[config.mk]
export PLATFORM = sky130hd
export DESIGN_NAME = instr_fetch
export DESIGN_NICKNAME = d
export VERILOG_FILES = /design/src/rtl/instr_fetch.sv
export SDC_FILE = /design/constraint.sdc
export NUM_CORES = 1
export LEC_CHECK = 0
export BUFFER_PORTS_ARGS = -buffer_cell sky130_fd_sc_hd__buf_2
export CORE_UTILIZATION = 52
export DETAILED_ROUTE_END_ITERATION = 16
export GPL_TIMING_DRIVEN = 0
export MAX_ROUTING_LAYER = met4
export PLACE_DENSITY_LB_ADDON = 0.15
export REMOVE_ABC_BUFFERS = 1
export SYNTH_ARGS = -nofsm -noshare
export SYNTH_HDL_FRONTEND = slang
export SYNTH_SLANG_ARGS = --single-unit
[constraint.sdc]
create_clock -name clk -period 4.3 [get_ports clk]
set_input_delay 0.43 -clock clk [delete_from_list [all_inputs] [get_ports clk]]
set_output_delay 0.43 -clock clk [all_outputs]
set_load 0.02 [all_outputs]
[src/rtl/instr_fetch.sv]
`default_nettype none
// ============================================================================
// Module   : instr_fetch
// Summary  : PC holder issuing one-outstanding word fetches and presenting the
//            fetched instruction/PC/opcode to decode. Optional one-entry skid
//            buffer with fetch overlap when FETCH_OVERLAP_EN is defined.
// Revision : 1.0 - initial release
// ============================================================================
module instr_fetch #(
  parameter int              PC_W     = 32,
  parameter logic [PC_W-1:0] RESET_PC = {PC_W{1'b0}}
) (
  input  logic            clk,
  input  logic            rst_n,
  output logic            imem_req,
  output logic [PC_W-1:0] imem_addr,
  input  logic            imem_rvalid,
  input  logic [31:0]     imem_rdata,
  output logic            inst_valid,
  input  logic            inst_ready,
  output logic [31:0]     inst,
  output logic [PC_W-1:0] inst_pc,
  output logic [5:0]      opcode,
  input  logic            redir_valid,
  input  logic [PC_W-1:0] redir_pc
);

  localparam logic [PC_W-1:0] c_pc_step = PC_W'(4);

  typedef enum logic [1:0] {
    S_FETCH = 2'd0,
    S_WAIT  = 2'd1,
    S_HOLD  = 2'd2
  } state_t;

  state_t          r_state;
  logic [PC_W-1:0] r_pc;
  logic            r_outstanding;
  logic            r_discard;
  logic            r_imem_req;
  logic [PC_W-1:0] r_imem_addr;
  logic            r_inst_valid;
  logic [31:0]     r_inst;
  logic [PC_W-1:0] r_inst_pc;
  logic [5:0]      r_opcode;

  state_t          w_state_next;
  logic            w_rsp;
  logic            w_hs;
  logic            w_take;
  logic            w_out_keep;
  logic            w_issue;
  logic            w_discard_next;
  logic [PC_W-1:0] w_pc_next;
  logic            w_valid_next;
  logic [31:0]     w_inst_next;
  logic [PC_W-1:0] w_inst_pc_next;
  logic            w_unused_redir_lsb;

`ifdef FETCH_OVERLAP_EN
  logic            r_skid_valid;
  logic [31:0]     r_skid;
  logic [PC_W-1:0] r_skid_pc;
  logic            w_skid_valid_next;
  logic [31:0]     w_skid_next;
  logic [PC_W-1:0] w_skid_pc_next;
`endif

  assign w_unused_redir_lsb = ^redir_pc[1:0];

  always_comb begin
    w_rsp          = imem_rvalid & r_outstanding;
    w_hs           = (r_state == S_HOLD) & inst_ready;
    w_take         = w_rsp & ~r_discard & ~redir_valid;
    w_out_keep     = r_outstanding & ~w_rsp;
    w_discard_next = r_discard & ~w_rsp;
    w_pc_next      = r_pc;
    w_valid_next   = r_inst_valid;
    w_inst_next    = r_inst;
    w_inst_pc_next = r_inst_pc;
`ifdef FETCH_OVERLAP_EN
    w_skid_valid_next = r_skid_valid;
    w_skid_next       = r_skid;
    w_skid_pc_next    = r_skid_pc;
`endif

    if (redir_valid) begin
      // A still-pending response must be swallowed when it finally arrives.
      w_pc_next      = {redir_pc[PC_W-1:2], 2'b00};
      w_valid_next   = 1'b0;
      w_discard_next = w_out_keep;
`ifdef FETCH_OVERLAP_EN
      w_skid_valid_next = 1'b0;
`endif
    end else begin
      if (w_take) begin
        w_pc_next = r_pc + c_pc_step;
      end
      if (w_hs || !r_inst_valid) begin
        w_valid_next = 1'b0;
`ifdef FETCH_OVERLAP_EN
        if (r_skid_valid) begin
          w_valid_next      = 1'b1;
          w_inst_next       = r_skid;
          w_inst_pc_next    = r_skid_pc;
          w_skid_valid_next = 1'b0;
        end else if (w_take) begin
`else
        if (w_take) begin
`endif
          w_valid_next   = 1'b1;
          w_inst_next    = imem_rdata;
          w_inst_pc_next = r_pc;
        end
      end
`ifdef FETCH_OVERLAP_EN
      else if (w_take) begin
        w_skid_valid_next = 1'b1;
        w_skid_next       = imem_rdata;
        w_skid_pc_next    = r_pc;
      end
`endif
    end

`ifdef FETCH_OVERLAP_EN
    w_issue = !w_out_keep && !w_skid_valid_next;
`else
    w_issue = !w_out_keep && !w_valid_next;
`endif

    if (w_valid_next) begin
      w_state_next = S_HOLD;
    end else if (w_out_keep || w_issue) begin
      w_state_next = S_WAIT;
    end else begin
      w_state_next = S_FETCH;
    end
  end

  always_ff @(posedge clk or negedge rst_n) begin
    if (!rst_n) begin
      r_state       <= S_FETCH;
      r_pc          <= RESET_PC;
      r_outstanding <= 1'b0;
      r_discard     <= 1'b0;
      r_imem_req    <= 1'b0;
      r_imem_addr   <= RESET_PC;
      r_inst_valid  <= 1'b0;
      r_inst        <= 32'd0;
      r_inst_pc     <= RESET_PC;
      r_opcode      <= 6'd0;
`ifdef FETCH_OVERLAP_EN
      r_skid_valid  <= 1'b0;
      r_skid        <= 32'd0;
      r_skid_pc     <= RESET_PC;
`endif
    end else begin
      r_state       <= w_state_next;
      r_pc          <= w_pc_next;
      r_outstanding <= w_out_keep | w_issue;
      r_discard     <= w_discard_next;
      r_imem_req    <= w_issue;
      if (w_issue) begin
        r_imem_addr <= w_pc_next;
      end
      r_inst_valid  <= w_valid_next;
      r_inst        <= w_inst_next;
      r_inst_pc     <= w_inst_pc_next;
      r_opcode      <= w_valid_next ? w_inst_next[31:26] : 6'd0;
`ifdef FETCH_OVERLAP_EN
      r_skid_valid  <= w_skid_valid_next;
      r_skid        <= w_skid_next;
      r_skid_pc     <= w_skid_pc_next;
`endif
    end
  end

  assign imem_req   = r_imem_req;
  assign imem_addr  = r_imem_addr;
  assign inst_valid = r_inst_valid;
  assign inst       = r_inst;
  assign inst_pc    = r_inst_pc;
  assign opcode     = r_opcode;

endmodule
`default_nettype wire

==> results of run 1 <==
-- Yosys cell counts, drive strengths merged (3+ instances only) --
cell type / n / share of area (%)
o21ai: 17 / 1.5
nor4: 8 / 1.4
inv: 7 / 0.44
and2: 7 / 0.73
nor2: 8 / 0.50
nand2b: 4 / 0.42
dfrtp: 139 / 58
clkbuf: 14 / 0.88
mux2i: 7 / 1.2
mux2: 89 / 17
a221o: 10 / 1.7
buf: 11 / 1.1
nor3: 5 / 0.50
nand2: 23 / 1.4
and3: 22 / 2.3
nand4: 12 / 1.5
xnor2: 8 / 1.2
nor2b: 4 / 0.42
nand3b: 3 / 0.79
a21oi: 12 / 1.0
xor2: 19 / 2.8
and4: 3 / 0.44
nand3: 7 / 0.67
-- metal layers --
metal	share of wire (%)	wire length (um)	global-route usage [%]
met5	0	0	-
met4	2.1	278	10.1
met3	4.4	586	5.75
met2	50	6620	39.5
met1	44	5880	30.9
-- critical path: stages (launching register included) --
cell     delay, ps
dfrtp_1        430
or2b_1         730
o21ai_4        370
buf_16         270
nor2_1         570
a221o_1        270
-- metrics by stage --
step           cells  setup slack [ps]  hold WS (ps)  util [%]  setup TNS (ps)
2_1_floorplan    430              1290           134         -               0
3_3_place_gp     740             -77.4           462      62.5            -441
3_5_place_dp     746              1270           353      63.9               0
4_1_cts          779              1530           213      69.2               0
5_1_grt          780              1420           224      69.4               0
6_report         780              1590           228      69.4               0
-- registers in the layout (all words and copies together), names as in the netlist --
register,cells
imem_addr,32
inst,32
inst_pc,32
r_pc,32
opcode,6
imem_req,1
inst_valid,1
r_discard,1
r_outstanding,1
r_state,1
-- how the worst max path moves through the flow --
stage / from / endpoint / slack [ps]
after CTS: r_outstanding$_DFF_PN0_ / imem_addr[31]$_DFFE_PN0P_ / 1530
after detailed placement: redir_valid / imem_addr[31]$_DFFE_PN0P_ / 1270
after global routing: r_outstanding$_DFF_PN0_ / imem_addr[28]$_DFFE_PN0P_ / 1420
final: r_outstanding$_DFF_PN0_ / imem_addr[31]$_DFFE_PN0P_ / 1590
after floorplan: r_discard$_DFF_PN0_ / opcode[0]$_DFF_PN0_ / 1290
after global placement: redir_valid / opcode[5]$_DFF_PN0_ / -80
-- cell type report --
class / instances / area share [%]
Clock buffer: 27 / 6.71
Clock inverter: 5 / 0.752
Inverter: 7 / 0.343
Multi-Input combinational cell: 284 / 31.0
Sequential cell: 139 / 45.5
Tap cell: 140 / 2.29
Timing Repair Buffer: 178 / 13.4
-- logic make-up after synthesis --
group | share of synthesized area (%)
buffers and inverters | 2.38
adder cells (fa/ha/maj) | 0.209
AO/OA/AOI/OAI | 5.46
multiplexers | 17.9
XOR/XNOR | 3.95
flip-flops | 58.1
AND/OR/NAND/NOR | 12.0
-- where the power goes --
group | switching [W] | leakage, nW | total [W] | internal, W
clock | 0.000525 | 0.270 | 0.00140 | 0.000872
combinational | 0.000672 | 1.72 | 0.00114 | 0.000468
sequential | 0.000174 | 1.67 | 0.00178 | 0.00161
-- cells in the final DEF (no fill, tap or decap), types with 5 or more instances in the layout --
cell type    n
nand2_1     23
mux2_1      20
nand4_1     10
dfrtp_1    139
inv_1        6
clkbuf_8     5
xnor2_1      8
and2_1       6
clkbuf_16   17
and3_1      22
clkbuf_1     5
nand3_1      6
xor2_1      19
buf_2      169
mux2i_1      7
a221o_1     10
a21oi_1     12
o21ai_0     12
mux2_2      69
nor2_1       8
-- what timing repair did --
| action | 4_1_cts | 5_1_grt |
|---|---|---|
| endpoints found under the hold margin | 37 | 0 |
| hold buffers | 1 | 0 |
| buffers inserted | 0 | 0 |
==> metrics, run 1 <==
Post-DP HPWL=9250 um; drt first pass iters=4; CP startpoint kind=flop; CTS clk-pin slew, worst paths=60 ps; Max Slew Vio Count=0; Die W=109 um; Final Setup Violations=0; library cells used by synthesis=51; wire length per cell=17.1 um; ANT cells=0; Leak=3.66 nW; post-synthesis instance total=455; Starting Density=54.3%; worst flop-to-flop path startpoint=r_outstanding$_DFF_PN0_; Die Y=109 um; Via Count=4,226; Worst Hold End=inst[16]$_DFFE_PN0P_; critical path endpoint category=flop; status=finished clean; crit share post-route=63.1%; Final Hold Fails=0; sequential area share after synthesis=58.1%; GRT overflow=0; PortBufs=170; R2R setup slack=1590 ps; async set-reset flop share out of synthesis=100%; Die ar.=11,900 um2; drt drc=0; Worst Hold Launch=imem_rdata[16]; Synth Flop Type=dfrtp_1; number of CTS-inserted buffers=17; Cell Pwr Density=565 nW/um2; Seq cells post-synth=139; Gates resized, CTS repair=0; core footprint=11,000 um2; GRT Util Overall=24.9%; H-Tree Level Count=4; f_max=0.369 GHz; # fillers=843; Core Rows=38; worst-case clock buffer depth=2; cells on worst reg2reg path=5; Power, Total=0.00432 W; Placed Area=7050 um2; CTS tree=yes; Crit Path Category=reg -> reg; reg-to-reg critical path endpoint=imem_addr[31]$_DFFE_PN0P_; share of cells above drive strength 1=45.2%; Layout area overhead=27.8%; synthesized area per cell=13.2 um2; initial antenna violation count=0; worst vdd ir=0.348 mV; worst endpoint required time=4650 ps; Slew @ Worst Pin=827 ps; first-pass GRT wire length=21,500 um; RSZ-0062 raised after global routing=false; final net count=697; vias in the first global route=4,272; critical-path maximum fanout=22; largest net degree at the start of global routing=103; register area=3480 um2; drt first-iter violations=169; worst rel slew slack=44.9%; CTS Root Cell=clkbuf_16; hold path depth=2; Period minus WS final=2710 ps; Final Instance Area=7650 um2; Hold Crit Class=in -> reg; footprint of the multi-input gates=2370 um2; IO Pins=173; Sink Count=139; Yosys Warn Count=0; maxcap violations=0; RePlAce Congestion=0.732; Worst-Skew Late Latency=420 ps; Via-to-Cell Ratio=5.42; Max Clock Skew=6.64 ps; mapped cell area=5990 um2; post-route ant nets=0; number of synthesized flops with an enable pin=0; Worst EP arrival=3060 ps; Post-Route WL=13,400 um
(Power assumes the default switching activity.)
==> run 2, diff against run 1 <==
- clock period: 4.3 -> 2.6 ns (I/O delays scaled with it)
==> metrics, run 2 (synthesis gave the netlist of run 1 again) <==
Cell Pwr Density=934 nW/um2 (was 565 nW/um2); register area=3480 um2 (unchanged); H-Tree Level Count=4 (unchanged); Worst-Skew Late Latency=420 ps (about the same); dpl ws=-261 ps (was 1270 ps); post-route ant nets=0 (unchanged); CP startpoint kind=flop (unchanged); most common cell after layout, fill and taps aside=buf_2 (unchanged); Layout area overhead=27.9% (was 27.8%); Post-DP HPWL=9250 um (unchanged); RePlAce Congestion=0.732 (unchanged); final net count=698 (was 697); worst rel slew slack=49.1% (was 44.9%); Via-to-Cell Ratio=5.40 (was 5.42); wire length per cell=17.1 um (about the same); critical-path maximum fanout=19 (was 22); Sink Count=139 (unchanged); Period minus WS final=2360 ps (was 2710 ps); GRT Util Overall=24.9% (unchanged); drt drc=0 (unchanged); hold path depth=2 (unchanged); commonest cells after routing, fill and taps aside=169 x buf_2, 139 x dfrtp_1, 69 x mux2_2 (unchanged); first-pass GRT wire length=21,500 um (unchanged); critical path endpoint category=flop (unchanged); Final Setup Violations=0 (unchanged); Worst Hold End=inst[16]$_DFFE_PN0P_ (unchanged); reg-to-reg critical path endpoint=opcode[0]$_DFF_PN0_ (was imem_addr[31]$_DFFE_PN0P_); share of cells above drive strength 1=45.4% (was 45.2%); Core Rows=38 (unchanged); CTS tree=yes (unchanged); worst endpoint required time=2900 ps (was 4650 ps); Post-Route WL=13,400 um (about the same); Die W=109 um (unchanged); Leak=3.67 nW (was 3.66 nW); Die Y=109 um (unchanged); footprint of the multi-input gates=2370 um2 (about the same); Worst Hold Launch=imem_rdata[16] (unchanged); # fillers=843 (unchanged); Post-Place Cells=746 (unchanged); Hold Crit Class=in -> reg (unchanged); status=finished clean (unchanged); core footprint=11,000 um2 (unchanged); Final Hold Fails=0 (unchanged); maxcap violations=0 (unchanged); number of CTS-inserted buffers=17 (unchanged); Final WS setup=240 ps (was 1590 ps); Placed Area=7050 um2 (unchanged); Slew @ Worst Pin=762 ps (was 827 ps); largest net degree at the start of global routing=103 (unchanged); CTS clk-pin slew, worst paths=60 ps (about the same); Via Count=4,221 (was 4,226); Max Slew Vio Count=0 (unchanged); ANT cells=0 (unchanged); drt first pass iters=4 (unchanged); Max Clock Skew=6.66 ps (was 6.64 ps); Final Instance Area=7660 um2 (was 7650 um2); Crit Path Category=reg -> reg (unchanged); vias in the first global route=4,272 (unchanged); initial antenna violation count=0 (unchanged); R2R setup slack=240 ps (was 1590 ps); crit share post-route=90.8% (was 63.1%); CTS Root Cell=clkbuf_16 (unchanged); fin cells=781 (was 780); Worst EP arrival=2660 ps (was 3060 ps); GRT overflow=0 (unchanged); Starting Density=54.3% (unchanged); f_max=0.424 GHz (was 0.369 GHz); Die ar.=11,900 um2 (unchanged); PortBufs=170 (unchanged); RSZ-0062 raised after global routing=false (unchanged); worst-case clock buffer depth=2 (unchanged); worst flop-to-flop path startpoint=r_discard$_DFF_PN0_ (was r_outstanding$_DFF_PN0_); IO Pins=173 (unchanged); drt first-iter violations=157 (was 169); cells on worst reg2reg path=6 (was 5); worst vdd ir=0.578 mV (was 0.348 mV)
run 2: changes by cell type in the layout (fill, tap and decap cells not counted):
cell,delta
or2b_1,-1
or2b_2,+1
buf_4,+1
run 2: cell type report:
| type | instances | share of cell area, % |
|---|---|---|
| clock buffer | 27 | 6.70 |
| clock inverter | 5 | 0.752 |
| inverter | 7 | 0.343 |
| multi-input combinational | 284 | 31.0 |
| sequential | 139 | 45.4 |
| tap | 140 | 2.29 |
| timing repair buffer | 179 | 13.5 |
run 2: how the worst max path moves through the flow:
stage / startpoint / cells after the start / slack (ps) / to
floorplan: r_discard$_DFF_PN0_ / 4 / -410 / opcode[0]$_DFF_PN0_
global placement: redir_valid / 4 / -1610 / opcode[5]$_DFF_PN0_
detailed placement: redir_valid / 5 / -260 / imem_addr[31]$_DFFE_PN0P_
CTS: r_outstanding$_DFF_PN0_ / 6 / 70 / imem_addr[8]$_DFFE_PN0P_
global route: r_discard$_DFF_PN0_ / 6 / 110 / opcode[0]$_DFF_PN0_
finish: r_discard$_DFF_PN0_ / 6 / 240 / opcode[0]$_DFF_PN0_
run 2: timing repair:
action / in CTS / in global routing
gates resized for setup: 1 / 0
hold buffers: 1 / 0
buffers inserted: 0 / 1
endpoints found under the hold margin: 37 / 0
endpoints found under the setup margin: 13 / 3
pin swaps: 0 / 1
run 2: routing by layer:
metal | vias up | GRT usage (%) | share of wire, %
met5 | - | - | 0
met4 | 0 | 10.1 | 2.1
met3 | 23 | 5.75 | 4.2
met2 | 104 | 39.5 | 49
met1 | 2107 | 30.9 | 44
li1 | 1987 | - | -
run 2: critical path, cell delays in order (launching register included):
cell      delay, ps
dfrtp_1         390
nand3b_4        240
a211oi_4        700
buf_16          230
buf_16          170
mux2_2          360
and2_1          160
run 2: power by group:
part           internal [W]  switching [W]  total (W)
Clock               0.00144       0.000872    0.00231
Combinational      0.000777        0.00111    0.00189
Sequential          0.00266       0.000287    0.00295
Total               0.00488        0.00227    0.00715
run 2: per-stage QoR:
stage	util [%]	hold WS (ps)	total power [W]	TNS, ps
after floorplan	-	-35.6	0.00410	-17970
after global placement	62.5	462	0.00479	-190980
after detailed placement	63.9	183	0.00488	-3530
after CTS	69.2	43.0	0.00721	0
after global routing	69.4	53.5	0.00749	0
final	69.4	56.9	0.00715	0
==> run 3, diff against run 2 <==
- GPL_TIMING_DRIVEN: 0 -> 1
- MAX_ROUTING_LAYER: met4 -> not set
==> metrics, run 3 (synthesis gave the netlist of run 1 again) <==
worst-case clock buffer depth=2 (unchanged); drt first-iter violations=162 (was 157); PortBufs=170 (unchanged); ANT cells=0 (unchanged); initial antenna violation count=0 (unchanged); Metal-1 WL=5860 um (was 5920 um); Core Rows=38 (unchanged); Sink Count=139 (unchanged); Worst path top cell family by delay=simple AND/OR/NAND/NOR gates (was compound AO/OA/AOI/OAI gates); CTS tree=yes (unchanged); GRT overflow=0 (unchanged); hold slack final=55.5 ps (was 56.9 ps); met2 wire len=6940 um (was 6620 um); Worst Hold Launch=imem_rdata[15] (was imem_rdata[16]); share of cells above drive strength 1=46.1% (was 45.4%); Final Setup Violations=0 (unchanged); RePlAce Congestion=0.769 (was 0.732); largest net degree at the start of global routing=74 (was 103); Worst EP arrival=2640 ps (was 2660 ps); Die Y=109 um (unchanged); CP cell instances=and3b_1 > a21oi_1 > o21ai_2 > buf_4 > nor2_1 > a221o_1 (was nand3b_4 > a211oi_4 > buf_16 > buf_16 > mux2_2 > and2_1); first-pass GRT wire length=21,800 um (was 21,500 um); CTS Root Cell=clkbuf_16 (unchanged); vias in the first global route=4,304 (was 4,272); number of CTS-inserted buffers=17 (unchanged); met3 wire len=733 um (was 562 um); CTS clk-pin slew, worst paths=60 ps (about the same); Layout area overhead=27.9% (about the same); GRT Util Overall=24.8% (was 24.9%); cells on worst reg2reg path=6 (unchanged); H-Tree Level Count=4 (unchanged); Via-to-Cell Ratio=5.46 (was 5.40); most common cell after layout, fill and taps aside=buf_2 (unchanged); maxcap violations=0 (unchanged); final net count=701 (was 698); post-CTS setup buffers=0 (unchanged); status=finished clean (unchanged); wire length per cell=17.5 um (was 17.1 um); worst endpoint required time=2950 ps (was 2900 ps); Die W=109 um (unchanged); Crit Path Category=reg -> reg (unchanged); hold path depth=2 (unchanged); R2R setup slack=310 ps (was 240 ps); Via Count=4,280 (was 4,221); DR top layer=met4 (unchanged); crit share post-route=87.9% (was 90.8%); Slew @ Worst Pin=831 ps (was 762 ps); Post-DP HPWL=9470 um (was 9250 um); Leak=3.69 nW (was 3.67 nW); drt drc=0 (unchanged); commonest cells after routing, fill and taps aside=169 x buf_2, 139 x dfrtp_1, 69 x mux2_2 (unchanged); IO Pins=173 (unchanged); worst vdd ir=0.589 mV (was 0.578 mV); worst flop-to-flop path startpoint=r_outstanding$_DFF_PN0_ (was r_discard$_DFF_PN0_); Worst Hold End=inst[15]$_DFFE_PN0P_ (was inst[16]$_DFFE_PN0P_); post-route ant nets=0 (unchanged); critical-path maximum fanout=10 (was 19); Max Clock Skew=10.2 ps (was 6.66 ps); Worst-Skew Late Latency=420 ps (about the same); Cell Pwr Density=975 nW/um2 (was 934 nW/um2); reg-to-reg critical path endpoint=imem_addr[27]$_DFFE_PN0P_ (was opcode[0]$_DFF_PN0_); Hold Crit Class=in -> reg (unchanged); critical path endpoint category=flop (unchanged); worst rel slew slack=44.4% (was 49.1%); Max stage delay cell, worst path=nor2_1 (was a211oi_4); CP startpoint kind=flop (unchanged); worst stage delay on the critical path=630 ps (was 700 ps); core footprint=11,000 um2 (unchanged); Starting Density=54.3% (unchanged); worst path bufs/invs=1 (was 2); drt first pass iters=5 (was 4); Post-Route WL=13,700 um (was 13,400 um); Max Slew Vio Count=0 (unchanged); Final Instance Area=7660 um2 (about the same); Die ar.=11,900 um2 (unchanged); RSZ-0062 raised after global routing=false (unchanged); f_max=0.437 GHz (was 0.424 GHz); Final Hold Fails=0 (unchanged); Gates resized, CTS repair=0 (was 1); Placed Area=7000 um2 (was 7050 um2); Period minus WS final=2290 ps (was 2360 ps)
run 3: cell count changes in the layout (fill, tap and decap cells not counted), sizes merged:
cell	before	now
clkbuf	27	20
bufinv	1	5
clkinvlp	3	2
buf	178	181
clkinv	1	5
run 3: worst reg2reg max path: stages, from the launching register on:
cell and delay, ps:
dfrtp_1 440, and3b_1 280, a21oi_1 210, o21ai_2 190
buf_4 200, nor2_1 630, a221o_1 280
run 3: per-stage QoR:
step           worst slack (ps)  cells  TNS (ps)  utilization [%]  total power (W)
6_report                    313    784         0             69.4          0.00747
5_1_grt                     196    784         0             69.4          0.00780
4_1_cts                     317    784         0             69.4          0.00753
3_5_place_dp                353    751         0             63.4          0.00488
3_3_place_gp                448    751         0             63.4          0.00480
2_1_floorplan              -409    430    -17970                -          0.00410
run 3: worst max path at each step:
stage,start,end,depth (start not counted)
after detailed placement,r_outstanding$_DFF_PN0_,imem_addr[27]$_DFFE_PN0P_,6
after floorplan,r_discard$_DFF_PN0_,opcode[0]$_DFF_PN0_,4
after global placement,r_outstanding$_DFF_PN0_,imem_addr[21]$_DFFE_PN0P_,6
final,r_outstanding$_DFF_PN0_,imem_addr[27]$_DFFE_PN0P_,6
after global routing,r_outstanding$_DFF_PN0_,imem_addr[27]$_DFFE_PN0P_,6
after CTS,r_outstanding$_DFF_PN0_,imem_addr[27]$_DFFE_PN0P_,6
run 3: per-layer routing:
layer | up-vias | global-route usage [%]
li1 | 1999 | -
met1 | 2144 | 30.5
met2 | 125 | 41.8
met3 | 12 | 6.94
met4 | 0 | 8.86
met5 | - | 0
run 3: what timing repair did:
action / 4_1_cts / 5_1_grt
endpoints found under the setup margin: 0 / 0
hold buffers: 1 / 0
endpoints found under the hold margin: 70 / 0
run 3: power by group:
| group | total (W) | switching [W] | internal [W] |
|---|---|---|---|
| Sequential | 0.00296 | 0.000296 | 0.00266 |
| Clock | 0.00264 | 0.000897 | 0.00175 |
| Combinational | 0.00187 | 0.00111 | 0.000757 |
run 3: layout make-up:
type / instances / area (um2)
clock buffers: 20 / 457
clock inverters: 12 / 194
fillers: 846 / 3370
inverters: 7 / 26.3
multi-input cells: 284 / 2360
flip-flops and latches: 139 / 3480
well taps: 140 / 175
repair buffers: 182 / 962
